--- src/rtl/branch_predictor.sv ---
// Direct-mapped branch target buffer with per-entry saturating direction counters
// and a saturating mispredict statistics counter.
module branch_predictor #(
  parameter int ENTRIES  = 16,
  parameter int CTR_BITS = 2,
  parameter int CNT_W    = 16
) (
  input  logic             CLK,
  input  logic             nRST,
  input  logic [31:0]      lookup_pc,
  output logic             pred_hit,
  output logic             pred_taken,
  output logic [31:0]      pred_target,
  input  logic             upd_valid,
  input  logic [31:0]      upd_pc,
  input  logic             upd_taken,
  input  logic [31:0]      upd_target,
  input  logic             upd_pred_taken,
  input  logic             clear,
  output logic             mispredict,
  output logic [CNT_W-1:0] mispredict_cnt
);

  localparam int IDX   = $clog2(ENTRIES);
  localparam int TAG_W = 30 - IDX;

  localparam logic [CTR_BITS-1:0] CTR_MAX  = '1;
  localparam logic [CTR_BITS-1:0] CTR_ZERO = '0;
  localparam logic [CTR_BITS-1:0] CTR_ONE  = CTR_BITS'(1);
  localparam logic [CTR_BITS-1:0] CTR_WEAK = CTR_ONE << (CTR_BITS - 1);
  localparam logic [CNT_W-1:0]    CNT_MAX  = '1;
  localparam logic [CNT_W-1:0]    CNT_ONE  = CNT_W'(1);

  logic [ENTRIES-1:0]  valid_q;
  logic [TAG_W-1:0]    tag_q [ENTRIES];
  logic [31:0]         tgt_q [ENTRIES];
  logic [CTR_BITS-1:0] ctr_q [ENTRIES];
  logic [CNT_W-1:0]    cnt_q;

  logic [IDX-1:0]      lk_idx;
  logic [TAG_W-1:0]    lk_tag;
  logic [IDX-1:0]      u_idx;
  logic [TAG_W-1:0]    u_tag;
  logic                u_hit;
  logic [CTR_BITS-1:0] ctr_d;
  logic [CNT_W-1:0]    cnt_d;
  logic                unused_upd_pc_lo;

  function automatic logic [CTR_BITS-1:0] sat_inc(input logic [CTR_BITS-1:0] c);
    return (c == CTR_MAX) ? c : c + CTR_ONE;
  endfunction

  function automatic logic [CTR_BITS-1:0] sat_dec(input logic [CTR_BITS-1:0] c);
    return (c == CTR_ZERO) ? c : c - CTR_ONE;
  endfunction

  function automatic logic [CNT_W-1:0] sat_cnt(input logic [CNT_W-1:0] c, input logic inc);
    return (inc && c != CNT_MAX) ? c + CNT_ONE : c;
  endfunction

  assign lk_idx = lookup_pc[IDX+1:2];
  assign lk_tag = lookup_pc[31:IDX+2];
  assign u_idx  = upd_pc[IDX+1:2];
  assign u_tag  = upd_pc[31:IDX+2];
  assign unused_upd_pc_lo = ^upd_pc[1:0];

  // Lookup reads only registered state, so a same-cycle update is never bypassed.
  always_comb begin
    pred_hit    = valid_q[lk_idx] && (tag_q[lk_idx] == lk_tag);
    pred_taken  = pred_hit && ctr_q[lk_idx][CTR_BITS-1];
    pred_target = pred_taken ? tgt_q[lk_idx] : lookup_pc + 32'd4;
  end

  always_comb begin
    u_hit      = valid_q[u_idx] && (tag_q[u_idx] == u_tag);
    ctr_d      = upd_taken ? sat_inc(ctr_q[u_idx]) : sat_dec(ctr_q[u_idx]);
    mispredict = upd_valid && (upd_taken != upd_pred_taken);
    cnt_d      = sat_cnt(cnt_q, mispredict);
  end

  assign mispredict_cnt = cnt_q;

  // Tags and targets are never reset; they are meaningless while valid is low.
  always_ff @(posedge CLK) begin
    if (!nRST) begin
      valid_q <= '0;
      cnt_q   <= '0;
      for (int i = 0; i < ENTRIES; i++) ctr_q[i] <= '0;
    end else begin
      cnt_q <= cnt_d;
      if (clear) begin
        valid_q <= '0;
      end else if (upd_valid) begin
        if (u_hit) begin
          ctr_q[u_idx] <= ctr_d;
          if (upd_taken) tgt_q[u_idx] <= upd_target;
        end else if (upd_taken) begin
          valid_q[u_idx] <= 1'b1;
          tag_q[u_idx]   <= u_tag;
          tgt_q[u_idx]   <= upd_target;
          ctr_q[u_idx]   <= CTR_WEAK;
        end
      end
    end
  end

endmodule

--- config.mk ---
export PLATFORM = sky130hd
export DESIGN_NAME = branch_predictor
export DESIGN_NICKNAME = d
export VERILOG_FILES = /design/src/rtl/branch_predictor.sv
export SDC_FILE = /design/constraint.sdc
export NUM_CORES = 1
export LEC_CHECK = 0
export ABC_AREA = 0
export ABC_CLOCK_PERIOD_IN_PS = 5500
export CAP_MARGIN = 20
export CELL_PAD_IN_SITES_DETAIL_PLACEMENT = 1
export CELL_PAD_IN_SITES_GLOBAL_PLACEMENT = 1
export CORE_ASPECT_RATIO = 1.25
export CORE_MARGIN = 8
export CORE_UTILIZATION = 49
export CTS_CLUSTER_DIAMETER = 60
export DETAILED_ROUTE_END_ITERATION = 10
export PLACE_DENSITY = 0.86
export SKIP_LAST_GASP = 1
export SYNTH_ARGS = -nofsm -noshare
export SYNTH_HDL_FRONTEND = slang
export SYNTH_SLANG_ARGS = --single-unit
--- constraint.sdc ---
create_clock -name CLK -period 5.5 [get_ports CLK]
set_clock_uncertainty 0.2 [all_clocks]
set_input_delay 1.1 -clock CLK [delete_from_list [all_inputs] [get_ports CLK]]
set_output_delay 1.1 -clock CLK [all_outputs]
set_load 0.02 [all_outputs]
==> results of run 1 <==
-- cell families after synthesis --
family / count (synthesis) / share of synthesized area, %
adder cells (fa/ha/maj): 3 / 0.0789
buffers and inverters: 174 / 2.08
AND/OR/NAND/NOR: 319 / 3.76
flip-flops: 992 / 66.4
multiplexers: 545 / 21.8
XOR/XNOR: 112 / 2.21
AO/OA/AOI/OAI: 219 / 3.71
-- final cells by class --
| type | count | area (sq um) | area share, % |
|---|---|---|---|
| antenna | 12 | 30.0 | 0.0559 |
| clock buffer | 114 | 2460 | 4.59 |
| clock inverter | 61 | 678 | 1.26 |
| inverter | 14 | 52.6 | 0.0979 |
| multi-input combinational | 1198 | 14700 | 27.4 |
| sequential | 992 | 29500 | 54.9 |
| tap | 1187 | 1490 | 2.77 |
| timing repair buffer | 459 | 4820 | 8.97 |
-- worst max-delay path, stage by stage --
cell       delay, ns
buf_16          0.12
buf_4           0.15
buf_4           0.16
mux4_2          0.54
mux2i_2         0.28
xor2_1          0.39
a32oi_2         0.20
buf_4           0.18
a2111oi_4       0.33
nand4_4         0.25
buf_6           0.20
buf_12          0.14
buf_8           0.13
mux2_4          0.31
buf_6           0.14
-- power groups by stage --
| stage | clock [W] | sequential [W] | combinational, W |
|---|---|---|---|
| 3_5_place_dp | 0 | 0.00850 | 0.00140 |
| 6_report | 0.00696 | 0.00834 | 0.00165 |
| 4_1_cts | 0.00681 | 0.00833 | 0.00151 |
| 5_1_grt | 0.00716 | 0.00834 | 0.00167 |
| 3_3_place_gp | 0 | 0.00849 | 0.00133 |
| 2_1_floorplan | 0 | 0.00849 | 0.000746 |
-- synthesized netlist by cell type, drive strengths merged (14+ instances only) --
library cell / instances
and2: 21
mux2i: 166
edfxtp: 960
o31ai: 25
o22ai: 16
and3: 24
xor2: 45
xnor2: 67
clkbuf: 54
buf: 106
mux2: 60
a21oi: 17
a22oi: 56
dfxtp: 32
nor2: 50
o21ai: 24
nand3: 34
inv: 14
nand2: 85
nor3: 33
mux4: 319
a211oi: 22
nand4: 15
-- worst paths after layout --
| check | cells after the start | start | endpoint |
|---|---|---|---|
| max | 15 | lookup_pc[2] | pred_target[27] |
| min | 2 | valid_q[5]$_SDFFE_PP0P_ | valid_q[5]$_SDFFE_PP0P_ |
| max reg2reg | 9 | tag_q[8][2]$_DFFE_PP_ | tag_q[15][17]$_DFFE_PP_ |
| min reg2reg | 2 | valid_q[5]$_SDFFE_PP0P_ | valid_q[5]$_SDFFE_PP0P_ |
-- state kept, by name, summed over array words and instances (netlist names) --
| signal | flops |
|---|---|
| ctr_q | 32 |
| mispredict_cnt | 16 |
| tag_q | 416 |
| tgt_q | 512 |
| valid_q | 16 |
-- timing repair --
action	in CTS	in global routing
endpoints found under the setup margin	34	34
pin swaps	20	20
resized for setup	253	85
setup buffers	38	12
cloned	5	0
-- per-stage QoR --
step | setup TNS [ns] | std cells | utilization (%)
floorplan | -37.64 | 2364 | -
global placement | -32.87 | 3803 | 54.9
detailed placement | -33.78 | 3803 | 54.9
CTS | -5.63 | 4017 | 59.4
global route | -12.27 | 4029 | 59.7
finish | -11.80 | 4037 | 59.8
-- layer usage --
metal	vias up	share of wire [%]	wire length, microns
li1	10625	-	-
met4	12	8.2	14100
met2	3107	47	81800
met3	861	13	21900
met5	-	0.050	87
met1	15010	32	55100
==> results.py, run 1 <==
metrics = {
    "setup_path": {
        "cp.arrival_ns": 4.65,
        "crit_fanout": 7,
        "cp-end-kind": "output pin",
        "crit_required_ns": 4.20,
        "critPathLaunchType": "input port",
        "r2r_slack_ns": 1.11,
        "path_class": "in -> out",
    },
    "place": {
        "gp_congestion": 0.933,
        "hpwl_mm": 93.4,
        "place_area_sq_um": 49400,
        "dp_slack_ns": -1.24,
        "port_buffers": 150,
    },
    "clock_network": {
        "clk_latency_ns": 0.72,
        "cts_tree": "done",
        "cts_hold_buf": 0,
        "cts_sinks": 992,
        "ctsRootBufferMaster": "clkbuf_16",
        "cts_htree_levels": 3,
        "numCtsBuffers": 94,
        "cts_buffer_depth": 3,
        "clk_pin_slew_ns": 0.07,
    },
    "cells_and_area": {
        "nFillCells": 7697,
        "final_common_cell": "edfxtp_1",
        "final_cell_mix": "edfxtp_1 (960), mux4_2 (313), buf_4 (221), mux2i_1 (155), clkdlybuf4s50_1 (109)",
        "drive_gt1_share_pct": 34.7,
        "syn2layout_area_growth_pct": 21.0,
        "design_area_sq_um": 53700,
        "nNetsFinal": 2863,
    },
    "global_route": {
        "met3_usage_pct": 10.2,
        "grt_pass1_wl_mm": 240,
        "grt_antenna_before_repair": 18,
        "grt_max_degree": 65,
        "grtUsageTotal_pct": 33.4,
        "gr-usage-met2_pct": 52.8,
        "use_met1_pct": 38.8,
        "grt_pass1_vias": 30463,
        "busiest_layer": "met2",
        "grt_overflow": 0,
    },
    "timing": {
        "fmax_mhz": 168,
        "max_slew_margin_pct": 24.2,
        "whs_ns": 0.319,
        "finalSetupViolCount": 34,
        "final.setup.worst_slack_ns": -0.449,
        "finalHoldViolations": 0,
        "drv_slew": 0,
        "rsz0062_at_grt": "true",
        "tightest_slew_ns": 1.13,
        "finalCriticalPeriod_ns": 5.95,
        "post-route-period-util_pct": 108,
    },
    "drt": {
        "viasPerCell": 7.34,
        "wl_per_cell_microns": 42.9,
        "drtIter0Drc": 4605,
        "wirelength_mm": 173,
        "drtAntennaViolNets": 0,
        "firstDrtPassIters": 6,
        "drc_errors": 0,
        "num_vias": 29615,
    },
    "synthesis": {
        "ys.flop_type": "edfxtp_1",
        "yosys_warnings": 0,
        "async_reset_ff_share_pct": 0,
        "synthDistinctLibCells": 75,
        "synth_edf_count": 960,
        "syn_area_per_cell_sq_um": 18.8,
        "synthTopCellsByArea": "edfxtp_1 (65%), mux4_2 (16%), mux2i_1 (3.7%), dfxtp_1 (1.4%), xnor2_1 (1.3%)",
        "yosysSeqAreaShare_pct": 66.4,
        "syn_area_sq_um": 44400,
        "ys_seq_elements": 992,
        "synth_top_area_share_pct": 65.0,
        "yosysTopAreaCell": "edfxtp_1",
        "syn_nets": 2468,
        "netlist_instances": 2364,
    },
    "power": {
        "p_per_area_nw_per_um2": 316,
        "clkPwrFrac_pct": 41.1,
        "ir_drop_v": 0.000326,
        "p_int_w": 0.0127,
        "finalPower_w": 0.0169,
        "p_sw_w": 0.00420,
        "leakage_nw": 17.9,
        "power_frac_seq_pct": 49.2,
        "swShare_pct": 24.8,
        "pwr-share-comb_pct": 9.7,
    },
    "die": {
        "floorplan.initialDensity_pct": 49.4,
        "fp.coreArea_sq_um": 89900,
        "fp-row-count": 123,
        "die_y_microns": 352,
        "io_pins": 153,
        "die_area_sq_um": 100000,
        "die_w_microns": 285,
    },
    "status": {
        "failed_checks": "negative setup slack",
        "outcome": "complete, but fails checks",
    },
    "flow_run": {
        "drv_cap": 0,
    },
    "min_path": {
        "min-delay-path-class": "reg -> reg",
    },
}
No activity file was read; power rests on OpenSTA's default activity.
==> inputs of run 2 (changes only) <==
- SETUP_SLACK_MARGIN: unset -> 0.2
==> run 2 against run 1 <==
The run still ends with negative setup slack left. Worst hold slack improved by 0.0039 ns. Clock power about the same. Non-clock buffer count rose by 19. Count of clock-buffer cells in the layout increased by 6. Flip-flop and latch count stayed put. Via count rose by 6.0%. Critical path type unchanged. Highest routed layer unchanged.
==> results.py, run 2 (same netlist as run 1, synthesis figures left out) <==
metrics = {
    "place": {
        "port_buffers": 150,
        "gp_congestion": 0.919,
        "hpwl_mm": 94.8,
    },
    "power": {
        "leakage_nw": 18.0,
        "power_frac_seq_pct": 49.0,
        "swShare_pct": 26.4,
        "ir_drop_v": 0.000384,
        "finalPower_w": 0.0170,
        "pwr-share-comb_pct": 10.3,
        "p_per_area_nw_per_um2": 316,
        "clkPwrFrac_pct": 40.7,
        "p_int_w": 0.0125,
        "p_sw_w": 0.00449,
    },
    "setup_path": {
        "crit_chain": "buf_16 > mux4_2 > mux2_4 > buf_4 > buf_4 > nor3_1 > a211oi_2 > nor4b_4 > buf_4 > nand4_4 > buf_12 > buf_16 > mux2_4 > buf_6",
        "cp_common_cell": "buf_4",
        "cp.arrival_ns": 4.90,
        "critPathLaunchType": "input port",
        "startpoint": "lookup_pc[3]",
        "crit_required_ns": 4.20,
        "r2r-start": "tag_q[0][18]$_DFFE_PP_",
        "cp-end-kind": "output pin",
        "max_stage_delay_ns": 1.00,
        "path_class": "in -> out",
        "crit_fanout": 10,
        "critical_path.slowest_cell": "nor3_1",
    },
    "drt": {
        "firstDrtPassIters": 8,
        "drtAntennaViolNets": 0,
        "drc_errors": 0,
        "wirelength_mm": 196,
        "wl_per_cell_microns": 48.4,
        "num_vias": 31394,
        "drtIter0Drc": 5527,
        "viasPerCell": 7.75,
    },
    "clock_network": {
        "cts_sinks": 992,
        "cts_hold_buf": 0,
        "numCtsBuffers": 92,
        "cts_buffer_depth": 3,
        "cts_htree_levels": 3,
        "clk_latency_ns": 0.73,
        "clk_pin_slew_ns": 0.06,
        "ctsRootBufferMaster": "clkbuf_16",
        "cts_tree": "done",
    },
    "die": {
        "floorplan.initialDensity_pct": 49.4,
        "die_w_microns": 285,
        "die_y_microns": 352,
        "die_area_sq_um": 100000,
        "io_pins": 153,
        "fp.coreArea_sq_um": 89900,
        "fp-row-count": 123,
    },
    "cells_and_area": {
        "nFillCells": 7612,
        "max_flop_register": "tgt_q",
        "final_common_cell": "edfxtp_1",
        "syn2layout_area_growth_pct": 21.2,
        "top_regs": "tgt_q (512), tag_q (416), ctr_q (32)",
        "final_cell_mix": "edfxtp_1 (960), mux4_2 (313), buf_4 (241), mux2i_1 (157), clkdlybuf4s50_1 (109)",
        "final_util_pct": 59.8,
        "drive_gt1_share_pct": 34.7,
        "nNetsFinal": 2880,
        "largest_reg_flops": 512,
    },
    "global_route": {
        "grt_overflow": 0,
        "grt_antenna_before_repair": 21,
        "grt_max_degree": 74,
        "grt_pass1_vias": 30453,
        "grt_pass1_wl_mm": 238,
        "grtUsageTotal_pct": 33.2,
    },
    "timing": {
        "post-route-period-util_pct": 113,
        "finalCriticalPeriod_ns": 6.20,
        "fmax_mhz": 161,
        "drv_slew": 0,
        "finalHoldViolations": 0,
        "whs_ns": 0.323,
        "finalSetupTns_ns": -22.40,
        "rsz0062_at_grt": "true",
        "finalSetupViolCount": 34,
        "max_slew_margin_pct": 11.0,
        "tightest_slew_ns": 1.32,
        "final.setup.worst_slack_ns": -0.703,
    },
    "min_path": {
        "min-delay-path-class": "reg -> reg",
        "hp-start": "mispredict_cnt[10]$_SDFFE_PN0P_",
    },
    "status": {
        "outcome": "complete, but fails checks",
        "failed_checks": "negative setup slack",
    },
    "flow_run": {
        "drv_cap": 0,
    },
}
-- run 2: changes by cell type in the layout (fill, tap and decap cells not counted), sizes merged --
| cell | before | now |
|---|---|---|
| bufbuf | 0 | 1 |
| buf | 348 | 365 |
| inv | 16 | 19 |
| diode | 12 | 15 |
| clkbuf | 115 | 122 |
| clkinv | 44 | 31 |
| bufinv | 11 | 7 |
-- run 2: power by group through the flow --
stage,Combinational [W],Clock (W),Sequential [W]
final,0.00174,0.00693,0.00834
after global routing,0.00174,0.00706,0.00834
after CTS,0.00151,0.00646,0.00834
after detailed placement,0.00140,0,0.00850
after global placement,0.00134,0,0.00849
after floorplan,0.000746,0,0.00849
-- run 2: path summary, 6_finish.rpt --
check                           cells past startpoint  slack (ns)                               to
worst max-delay path                               14       -0.70                  pred_target[19]
worst min-delay path                                2        0.32  mispredict_cnt[10]$_SDFFE_PN0P_
worst max register to register                      9        0.72       ctr_q[13][1]$_SDFFCE_PN0P_
worst min register to register                      2        0.32  mispredict_cnt[10]$_SDFFE_PN0P_
-- run 2: cell type report --
cell class                      count  area, sq um  share of cell area, %
Antenna cell                       15         37.5                 0.0698
Clock buffer                      120         2450                   4.55
Clock inverter                     47          479                  0.891
Inverter                           14         52.6                 0.0977
Multi-Input combinational cell   1198        14700                   27.4
Sequential cell                   992        29500                   54.8
Tap cell                         1187         1490                   2.76
Timing Repair Buffer              478         5080                   9.45
-- run 2: repair_timing --
action / in CTS / in global routing
gates cloned: 6 / 2
setup buffers: 24 / 11
endpoints found under the setup margin: 34 / 34
pin swaps: 13 / 19
gates resized for setup: 255 / 74
-- run 2: metal layers --
layer / vias up / wire, microns / global-route usage [%]
met1: 15619 / 57300 / 38.7
li1: 10649 / - / -
met3: 1270 / 29800 / 10.2
met5: - / 135 / 0
met2: 3838 / 87400 / 52.7
met4: 18 / 21300 / 22.3
-- run 2: worst max-delay path: cells and delay by family --
family	cells	cell delay, ns
simple gates	3	1.35
compound gates	1	0.07
mux	3	1.23
buf+inv	7	1.12
-- run 2: per-stage QoR --
step / cell area, sq um / setup slack (ns) / cells
after detailed placement: 49600 / -0.809 / 3826
after global routing: 53700 / -0.591 / 4039
after CTS: 53200 / -0.0137 / 4023
after floorplan: 44400 / -0.256 / 2364
final: 53800 / -0.703 / 4051
after global placement: 49600 / -0.840 / 3826
